<file path="config.mk">
export PLATFORM = sky130hd
export DESIGN_NAME = g_logic_pipe
export DESIGN_NICKNAME = d
export VERILOG_FILES = /design/src/rtl/g_logic_pipe.sv
export SDC_FILE = /design/constraint.sdc
export NUM_CORES = 1
export LEC_CHECK = 0
export ABC_AREA = 1
export ABC_CLOCK_PERIOD_IN_PS = 2300
export CAP_MARGIN = 15
export CORE_ASPECT_RATIO = 2
export CORE_MARGIN = 3
export CORE_UTILIZATION = 35
export CTS_CLUSTER_DIAMETER = 100
export DETAILED_ROUTE_END_ITERATION = 16
export PLACE_DENSITY = 0.61
export SYNTH_ARGS = -nofsm -noshare
export SYNTH_HDL_FRONTEND = slang
export SYNTH_SLANG_ARGS = --single-unit
</file>
<file path="constraint.sdc">
create_clock -name Clk -period 2.3 [get_ports Clk]
set_input_delay 0.46 -clock Clk [delete_from_list [all_inputs] [get_ports Clk]]
set_output_delay 0.46 -clock Clk [all_outputs]
set_load 0.01 [all_outputs]
</file>
<file path="src/rtl/g_logic_pipe.sv">
// g_logic_pipe: pipelined bitwise logic unit for the gate-level ALU.
// Results go through a 2-entry FIFO with valid/ready on both sides.
module g_logic_pipe #(
    parameter int WIDTH = 32,
    parameter int CNT_W = 16
) (
    input  logic             Clk,
    input  logic             Rst_n,
    input  logic [WIDTH-1:0] In1,
    input  logic [WIDTH-1:0] In2,
    input  logic [2:0]       Op,
    input  logic             Enable,
    input  logic             InValid,
    output logic             InReady,
    output logic [WIDTH-1:0] Out,
    output logic             Zero,
    output logic             Parity,
    output logic             OutValid,
    input  logic             OutReady,
    output logic [CNT_W-1:0] OpCount
);

    typedef enum logic [1:0] {
        EMPTY = 2'd0,
        ONE   = 2'd1,
        FULL  = 2'd2
    } state_t;

    typedef struct packed {
        logic [WIDTH-1:0] data;
        logic             zero;
        logic             par;
    } ent_t;

    localparam logic [CNT_W-1:0] CNT_MAX = {CNT_W{1'b1}};

    state_t           state_q, state_d;
    ent_t             head_q, head_d;
    ent_t             tail_q, tail_d;
    logic             in_ready_q, in_ready_d;
    logic [CNT_W-1:0] cnt_q, cnt_d;

    logic [WIDTH-1:0] f_res;
    ent_t             new_ent;
    logic             accept;
    logic             pop;

    // Logic function, enable gating and per-entry flags
    always_comb begin
        f_res = '0;
        case (Op)
            3'b000:  f_res = In1 & In2;
            3'b001:  f_res = In1 | In2;
            3'b010:  f_res = In1 ^ In2;
            3'b011:  f_res = ~(In1 | In2);
            3'b100:  f_res = ~(In1 & In2);
            3'b101:  f_res = ~(In1 ^ In2);
            3'b110:  f_res = In1 & ~In2;
            default: f_res = In1;
        endcase
        new_ent.data = Enable ? f_res : '0;
        new_ent.zero = ~|new_ent.data;
        new_ent.par  = ^new_ent.data;
    end

    assign accept = InValid & in_ready_q;
    assign pop    = (state_q != EMPTY) & OutReady;

    // Queue occupancy FSM; ready is registered from next occupancy
    always_comb begin
        state_d = state_q;
        unique case (state_q)
            EMPTY: begin
                if (accept) state_d = ONE;
            end
            ONE: begin
                if (accept && !pop)      state_d = FULL;
                else if (pop && !accept) state_d = EMPTY;
            end
            FULL: begin
                if (pop) state_d = ONE;
            end
            default: state_d = EMPTY;
        endcase
        in_ready_d = (state_d != FULL);
    end

    // Entry storage; head is kept on drain so outputs hold last value
    always_comb begin
        head_d = head_q;
        tail_d = tail_q;
        unique case (state_q)
            EMPTY: begin
                if (accept) head_d = new_ent;
            end
            ONE: begin
                if (accept && pop) head_d = new_ent;
                else if (accept)   tail_d = new_ent;
            end
            FULL: begin
                if (pop) head_d = tail_q;
            end
            default: begin
                head_d = head_q;
            end
        endcase
    end

    // Saturating count of accepted operations
    always_comb begin
        cnt_d = cnt_q;
        if (accept && (cnt_q != CNT_MAX)) cnt_d = cnt_q + CNT_W'(1);
    end

    // State registers with synchronous active-low reset
    always_ff @(posedge Clk) begin
        if (!Rst_n) begin
            state_q    <= EMPTY;
            head_q     <= '0;
            tail_q     <= '0;
            in_ready_q <= 1'b0;
            cnt_q      <= '0;
        end else begin
            state_q    <= state_d;
            head_q     <= head_d;
            tail_q     <= tail_d;
            in_ready_q <= in_ready_d;
            cnt_q      <= cnt_d;
        end
    end

    assign InReady  = in_ready_q;
    assign OutValid = (state_q != EMPTY);
    assign Out      = head_q.data;
    assign Zero     = head_q.zero;
    assign Parity   = head_q.par;
    assign OpCount  = cnt_q;

endmodule

</file>
Yosys cells after proc, flatten, opt, wreduce, memory -nomap -nowiden
Cells that the tools add are included.
Storage, ports and cells
  flip-flop bits (word level): 87
  input port bits: 72
  output and inout port bits: 52
Operators by class
  $add $sub $neg: 1
  eq/ne operators: 13
  muxes and demuxes: 11
  bitwise operators: 11
  reduce and logical (&&, ||, !) cells: 15
Operator list (number)
  $pmux 32 s7: 1
  $not 32->32: 4
  $mux 34: 3
  $pmux 34 s3: 1
  $and 32x32->32: 2
  $mux 32: 1
  $or 32x32->32: 1
  $reduce_or 32->1: 1
  $reduce_xor 32->1: 1
  $xor 32x32->32: 1
  $add 16x1->16 const B: 1
  $ne 16x16->1 const B: 1
  $eq 3x3->1 const B: 3
  $mux 2: 4
  $ne 2x2->1 const B: 4
  $eq 3x2->1 const B: 2
  $pmux 2 s3: 1
  $logic_and 1x1->1: 4
  $reduce_and 4->1: 1
  $eq 3x1->1 const B: 1
  $logic_not 1->1: 3
  $logic_not 3->1: 1
  $reduce_and 3->1: 1
  $reduce_bool 3->1: 1
  6 further kinds: 7

Depth between registers and ports, before layout
Gate-level depths: netlist (run 1).
  word-level depth: 8
  gate-level depth with buffers: 24
  mapped depth without buffers: 22

Least setup slack after synthesis (run 1)
OpenSTA, ideal clock, no wires.
  path kind: input port to flip-flop
  start point: input port Op[2]
  end point: register tail_q[0] (netlist name)
  setup time: 0.109 ns
  arrival: 2.282 ns
  path slack: -0.090 ns
  stages on the path: 23
  buffers on the path: 2
  path through: buf_4 -> inv_2 -> nand3_1 -> inv_2 -> buf_4 -> nand2_1 -> o21ai_0 -> nor2_1 -> nand3_1 -> nand2_1 -> ha_1 -> nor2_1 -> inv_1 -> nand2_1 -> nand2_1 -> nand2_1 -> nor2_1 -> nor2_1 -> nand2_1 -> nand2_1 -> nand2_1 -> nand2_1 -> inv_1
Between the ends
  word-level cells in the longest chain between the ends: 4
  elaborated cells on any way between the ends: 10
  those cells by class: eq/ne (6); mux (2); reduce/logical (2)
RTL lines
  start: declaration: line 11  | input logic [2:0] Op,
  $eq 3x3->1, or another cell as far along: line 51  | case (Op)
  $pmux 32 s7 (*): line 51
  $mux 32 (*): line 61  | new_ent.data = Enable ? f_res : '0;
  $reduce_xor 32->1 (*): line 63  | new_ent.par = ^new_ent.data;
  end signal: assignment: line 126  | tail_q <= tail_d;
  end: declaration: line 39  | ent_t tail_q, tail_d;
Every way passes the cells marked *; elsewhere a longest branch is shown, timed or not.
A chain may end at the register's enable or synchronous reset.

Worst setup path after layout (run 1)
  start point: input port Op[0]
  end point: register tail_q[0] (netlist name)
The elaborated chain is that of the path after synthesis.

==> results of run 1 <==
[power breakdown]
part	total [mW]	internal, mW	switching [mW]
sequential	1.60	1.56	0.0369
combinational	2.34	1.17	1.16
clock	1.62	0.961	0.661
[area by class of cell]
cell class | count | share of cell area [%]
Multi-Input combinational cell | 898 | 47.7
Timing Repair Buffer | 388 | 27.9
Sequential cell | 87 | 14.3
Inverter | 146 | 4.73
Tap cell | 269 | 2.75
Clock buffer | 10 | 1.87
Clock inverter | 6 | 0.758
[metal layers]
metal,vias to the layer above,wire (um)
met5,-,0
li1,4572,-
met2,300,14700
met3,80,1300
met4,0,1470
met1,4244,10500
[stage by stage]
stage	total power, mW	instances	utilization [%]	setup WS, ns	hold slack (ns)
after floorplan	2.57	1189	-	-0.0211	0.496
after global routing	5.87	1804	57.6	-0.205	0.520
after CTS	5.39	1788	55.6	0.000402	0.508
after global placement	3.38	1695	49.0	-0.807	0.484
final	5.56	1804	57.6	-0.0530	0.507
after detailed placement	3.41	1695	49.0	-0.845	0.495
[layout by cell type, fill, tap and decap left out, types with 5 or more instances in the layout]
master           count
buf_6                9
nand2_2             48
a21oi_2             19
o21a_1               8
inv_2               43
nand3_2              7
dlygate4sd2_1       48
nand4_1             13
clkdlybuf4s15_1      8
ha_4                31
o21ai_0            104
o21ai_1             41
xnor2_1              5
inv_1               97
nor2_1             106
nor3_1               9
nand2_1            195
nand2_4              9
ha_1                75
clkbuf_2             6
clkdlybuf4s50_1     55
a21oi_1            135
nor2_2               7
dfxtp_1             87
clkbuf_16           12
o22ai_1             10
o21ai_2              6
ha_2                 7
nand3_1             42
buf_4              240
buf_12              12
[cells by family (layout without fill, tap and decap cells)]
group / after synthesis / in the layout / share of synthesized area, %
AOI/OAI and AO/OA: 330 / 330 / 22.4
xor gates and xnor gates: 9 / 9 / 1.04
adders and majority gates: 113 / 113 / 18.6
buffers and inverters: 204 / 550 / 11.2
DFF: 87 / 87 / 22.9
and+or+nand+nor: 446 / 446 / 23.9
[worst max-delay path by stage]
stage	from	to	slack (ns)	depth (start not counted)
after floorplan	Op[0]	tail_q[0]	-0.02	22
after global placement	Op[2]	tail_q[0]	-0.81	20
after detailed placement	Op[0]	tail_q[0]	-0.84	23
after CTS	In1[17]	Parity	0.0004	20
after global routing	Op[0]	tail_q[0]	-0.20	23
final	Op[0]	tail_q[0]	-0.05	20
[registers in the layout, indices dropped and copies added (netlist names)]
name and flops:
Parity 1, OpCount 16, Out 32, state_q 2
InReady 1, tail_q 34, Zero 1
[critical path: stages]
cell and delay [ns]:
buf_8 0.11, buf_12 0.12, nor2_4 0.15, nand2_4 0.12, clkbuf_16 0.19, o22ai_1 0.18, nor2_1 0.06, nand2_1 0.11
nand2_2 0.09, ha_4 0.32, xor2_2 0.16, nand2_1 0.08, nand2_1 0.08, nand2_1 0.05, nand2_1 0.06, nand2_1 0.06
nand2_1 0.07, nand2_1 0.04, nand2_1 0.06, inv_1 0.04
[what timing repair did]
action                                 4_1_cts  5_1_grt
hold buffers                                 0        0
setup endpoints to repair                    4        8
setup buffers                               75       13
gates cloned                                 3        4
endpoints found under the hold margin        0        0
pin swaps                                  104       71
resized for setup                          230      121
[synthesized netlist by cell type]
library cell,count
a211oi_1,1
a21oi_1,154
a31oi_1,1
and3_1,2
buf_1,2
buf_2,18
buf_4,7
buf_6,5
clkbuf_1,26
clkinv_2,1
dfxtp_1,87
ha_1,113
inv_1,138
inv_2,6
inv_4,1
nand2_1,248
nand2_2,4
nand3_1,50
nand3_2,1
nand4_1,13
nor2_1,115
nor2_2,1
nor3_1,9
nor3_2,1
nor3b_1,2
o211a_1,2
o21a_1,8
o21ai_0,146
o21ai_1,5
o22ai_1,13
xnor2_1,7
xor2_1,2
==> metrics.yaml, run 1 <==
logic_synthesis:
  synth_area_leaders: "dfxtp_1 (23%), ha_1 (19%), nand2_1 (12%), a21oi_1 (10%), o21ai_0 (9.6%)"
  synth_seq_cells: 87
  yosysTopAreaCellShare_pct: 22.9
  syn_nets: 1374
  yosysTopAreaCell: "dfxtp_1"
  netlist_instances: 1189
  synth_area_um2: 7610
  synth_cell_types: 32
  yosysSeqAreaShare_pct: 22.9
  yosys_warnings: 0
  postSynthAreaPerCell_um2: 6.40
floorplanning:
  io_pins: 124
  core_area_um2: 21200
  dieArea_um2: 23700
  die_h_um: 215
  placement_rows: 75
  initial_utilization_pct: 35.9
  die_w_um: 110
job:
  cap_viol_max_count: 0
detailed_routing:
  drt_pass1_iterations: 5
  routedWlPerCell_um: 15.5
  vias: 9196
  ant_nets: 0
  initialDrtViolationCount: 422
  wirelength_um: 28000
  drc: 0
  detail_route.vias_per_cell: 5.10
hold_path:
  holdPathStages: 2
  min_from: "OpCount[9]"
  worstHoldPathType: "flip-flop to flip-flop"
  worstHoldEndpoint: "OpCount[9]"
cells_and_area:
  multiInputGateArea_um2: 5830
  drive_gt1_share_pct: 31.7
  nFillCells: 2012
  nNetsFinal: 1715
  antennaDiodeCount: 0
  fin_area_um2: 12200
  regArea_um2: 1740
  area_delta_synth_final_pct: 60.6
critical_path:
  crit_type: "input port to flip-flop"
  cp.arrival_ns: 2.61
  crit_required_ns: 2.56
  end_kind: "flip-flop"
  reg2reg_depth: 8
  r2r_start: "OpCount[0]"
  crit_fanout: 8
  start_kind: "input port"
  timing.rr.end: "OpCount[15]"
  r2r_slack_ns: 0.54
sta:
  finalSetupViolations: 3
  layout_setup_ws_ns: -0.0530
  fin_skew_ns: 0.0111
  setup_tns_ns: -0.0821
  drv_slew: 0
  max_slew_margin_pct: 52.5
  rsz0062_at_grt: "yes"
  period_share_pct: 102
  period_needed_ns: 2.35
  fmax_mhz: 425
  max_slew.worst_pin.slew_ns: 0.711
  hold_viol: 0
placed_design:
  placed_area_um2: 10400
  hpwl_um: 19100
  portBuffers: 123
  gp_congestion: 0.900
clocking:
  clockBufferDepth: 2
  cts_made_buffers: 9
  path_clk_slew_ns: 0.07
  cts_max_level: 3
  clock-sinks: 87
  clk_latency_ns: 0.35
  cts_tree: "built"
  cts_root_buffer: "clkbuf_16"
run_status:
  violations: "setup timing"
  status: "finished with violations"
global_route:
  groute.usage.overall_pct: 22.8
  grt_max_degree: 73
  grt_pass1_wl_um: 43100
  antenna_found_initial: 0
  met3_usage_pct: 2.35
  grt_pass1_vias: 9040
  grt_overflow: 0
  top_usage_layer: "met2"
  grt_use_met1_pct: 25.1
  grt_util_met2_pct: 41.6
power:
  p_leak_nw: 5.85
  powerDensity_nw_per_um2: 455
  ir_drop_mv: 0.385
Note: power is estimated with default switching activity, not from simulation.
==> run 2: changes to the inputs <==
- CORE_UTILIZATION: 35 -> 40
- DONT_BUFFER_PORTS: unset -> 1
- PLACE_DENSITY: 0.61 -> 0.59
- REMOVE_ABC_BUFFERS: unset -> 1
==> run 2 against run 1 <==
  * The flow still finishes with violations (setup timing)
  * Critical endpoint is now Parity
  * Register-to-register slack got worse by 0.09 ns
  * Highest routed layer unchanged
  * Critical path type unchanged
  * Non-clock buffer count is 273 lower
  * Power fell by 14%
  * Wire length is 7.5% lower
==> metrics.yaml, run 2 (synthesized netlist as in run 1, its figures left out) <==
placed_design:
  gp_congestion: 0.877  # was 0.900
  hpwl_um: 18300  # was 19100 um
  post-place-ws_ns: -0.342  # was -0.845 ns
  portBuffers: 0  # was 123
floorplanning:
  die_w_um: 104  # was 110 um
  io_pins: 124  # unchanged
  die_h_um: 201  # was 215 um
  placement_rows: 70  # was 75
  initial_utilization_pct: 41.2  # was 35.9%
  dieArea_um2: 20800  # was 23700 um2
  core_area_um2: 18500  # was 21200 um2
global_route:
  grt_overflow: 0  # unchanged
  grt_max_degree: 74  # was 73
  grt_pass1_vias: 7875  # was 9040
  antenna_found_initial: 0  # unchanged
  groute.usage.overall_pct: 23.3  # was 22.8%
  grt_pass1_wl_um: 39200  # was 43100 um
critical_path:
  crit_buf_inv: 4  # unchanged
  r2r_slack_ns: 0.45  # was 0.54 ns
  crit_type: "input port to flip-flop"  # unchanged
  cp.arrival_ns: 2.60  # was 2.61 ns
  max_stage_delay_ns: 0.30  # was 0.32 ns
  cpLargestDelayFamily: "simple AND/OR/NAND/NOR gates"  # unchanged
  timing.rr.end: "OpCount[14]"  # was OpCount[15]
  end_kind: "flip-flop"  # unchanged
  crit_top_cell: "nand2_1"  # unchanged
  crit_fanout: 7  # was 8
  crit_required_ns: 2.59  # was 2.56 ns
  cp_slowest_cell: "ha_4"  # unchanged
  start_kind: "input port"  # unchanged
  r2r_start: "OpCount[1]"  # was OpCount[0]
  crit_path_cell_trace: "clkinvlp_4 > nor2_4 > nand2_4 > buf_12 > buf_12 > nor2_1 > nor2_1 > nand4_1 > nand2_2 > ha_4 > inv_2 > nand2_1 > nand2_1 > nand2_1 > nand2_2 > nand2_1 > nand2_1 > nand2_1 > nand3_1 > a21oi_2"  # was buf_8 > buf_12 > nor2_4 > nand2_4 > clkbuf_16 > o22ai_1 > nor2_1 > nand2_1 > nand2_2 > ha_4 > xor2_2 > nand2_1 > nand2_1 > nand2_1 > nand2_1 > nand2_1 > nand2_1 > nand2_1 > nand2_1 > inv_1
  reg2reg_depth: 8  # unchanged
cells_and_area:
  antennaDiodeCount: 0  # unchanged
  drive_gt1_share_pct: 16.1  # was 31.7%
  nNetsFinal: 1442  # was 1715
  final_cell_mix: "nand2_1 (219), a21oi_1 (153), o21ai_0 (141)"  # was buf_4 (240), nand2_1 (195), a21oi_1 (135)
  top_register: "tail_q"  # unchanged
  layout_commonest_cell: "nand2_1"  # was buf_4
  area_delta_synth_final_pct: 22.8  # was 60.6%
  largest_reg_flops: 34  # unchanged
power:
  powerDensity_nw_per_um2: 513  # was 455 nW/um2
  ir_drop_mv: 0.293  # was 0.385 mV
  p_leak_nw: 4.52  # was 5.85 nW
sta:
  max_slew.worst_pin.slew_ns: 0.563  # was 0.711 ns
  drv_slew: 0  # unchanged
  rsz0062_at_grt: "yes"  # unchanged
  hold_viol: 0  # unchanged
  finalSetupViolations: 1  # was 3
  fin_skew_ns: 0.00683  # was 0.0111 ns
  period_needed_ns: 2.31  # was 2.35 ns
  max_slew_margin_pct: 62.4  # was 52.5%
  fmax_mhz: 432  # was 425 MHz
  setup_tns_ns: -0.0144  # was -0.0821 ns
  layout_setup_ws_ns: -0.0144  # was -0.0530 ns
  period_share_pct: 101  # was 102%
run_status:
  status: "finished with violations"  # unchanged
  violations: "setup timing"  # unchanged
clocking:
  cts_made_buffers: 9  # unchanged
  cts_tree: "built"  # unchanged
  cts_root_buffer: "clkbuf_16"  # unchanged
  clock-sinks: 87  # unchanged
  clk_latency_ns: 0.35  # about the same
  clockBufferDepth: 2  # unchanged
  cts_max_level: 3  # unchanged
  path_clk_slew_ns: 0.06  # was 0.07 ns
hold_path:
  worstHoldEndpoint: "Out[18]"  # was OpCount[9]
  worstHoldPathType: "input port to flip-flop"  # was flip-flop to flip-flop
  holdPathStages: 2  # unchanged
  min_from: "Rst_n"  # was OpCount[9]
detailed_routing:
  ant_nets: 0  # unchanged
  initialDrtViolationCount: 403  # was 422
  wirelength_um: 25900  # was 28000 um
  drc: 0  # unchanged
  vias: 7985  # was 9196
  routedWlPerCell_um: 17.1  # was 15.5 um
  drt_pass1_iterations: 5  # unchanged
  detail_route.vias_per_cell: 5.28  # was 5.10
job:
  cap_viol_max_count: 0  # unchanged
[run 2: changes by cell type in the layout (fill, tap and decap cells not counted), sizes merged]
| cell | delta |
|---|---|
| inv | -3 |
| clkinvlp | -1 |
| buf | -153 |
| clkdlybuf4s50 | -55 |
| bufinv | +1 |
| clkinv | +1 |
| clkbuf | -6 |
| dlygate4sd2 | -48 |
| clkdlybuf4s15 | -10 |
[run 2: power breakdown]
| group | internal, mW | leakage (nW) | switching (mW) |
|---|---|---|---|
| combinational | 0.649 | 3.65 | 0.846 |
| clock | 1.06 | 0.160 | 0.613 |
| sequential | 1.56 | 0.708 | 0.0689 |
[run 2: timing repair]
item                       in CTS  in global routing
setup buffers                   0                  2
hold buffers                    0                  0
setup endpoints to repair       0                  2
gates resized for setup         0                 73
hold endpoints to repair        0                  0
[run 2: worst reg2reg max path: stages, from the launching register on]
cell and delay [ns]:
dfxtp_1 0.44, ha_1 0.23, nand3_1 0.13, nor2_1 0.16, nand3_1 0.12, nand2_2 0.31
inv_2 0.17, nand2_1 0.11, a21oi_1 0.06
[run 2: cell type report]
type	instances	area (um2)
fill	1861	9140
multi-input combinational	898	5340
sequential	87	1740
timing repair buffer	115	1060
inverter	146	556
tap	252	315
clock buffer	11	233
clock inverter	4	95.1
[run 2: how the worst max path moves through the flow]
stage               startpoint         to  slack (ns)  cells past startpoint
global route             Op[0]     Parity       -0.24                     20
finish                   Op[0]     Parity       -0.01                     20
CTS                      Op[0]     Parity       0.009                     19
global placement         Op[0]  tail_q[0]       -0.32                     21
detailed placement       Op[0]     Parity       -0.34                     19
floorplan                Op[0]  tail_q[0]       -0.34                     19
[run 2: through the flow]
step	total power, mW	hold WS (ns)	instance area [um2]	cells	util [%]
after global placement	2.96	0.517	8600	1493	46.5
final	4.80	0.260	9340	1513	50.5
after CTS	4.64	0.239	8920	1508	48.3
after detailed placement	2.98	0.514	8600	1493	46.5
after global routing	5.07	0.256	9340	1513	50.5
after floorplan	2.48	0.496	7310	1131	-
[run 2: per-layer routing]
metal	up-vias	part of all wire (%)	global-route usage (%)
met5	-	0	0
met1	3697	35	22.2
met2	213	55	48.0
met4	0	4.4	9.80
li1	4013	-	-
met3	62	5.1	3.51
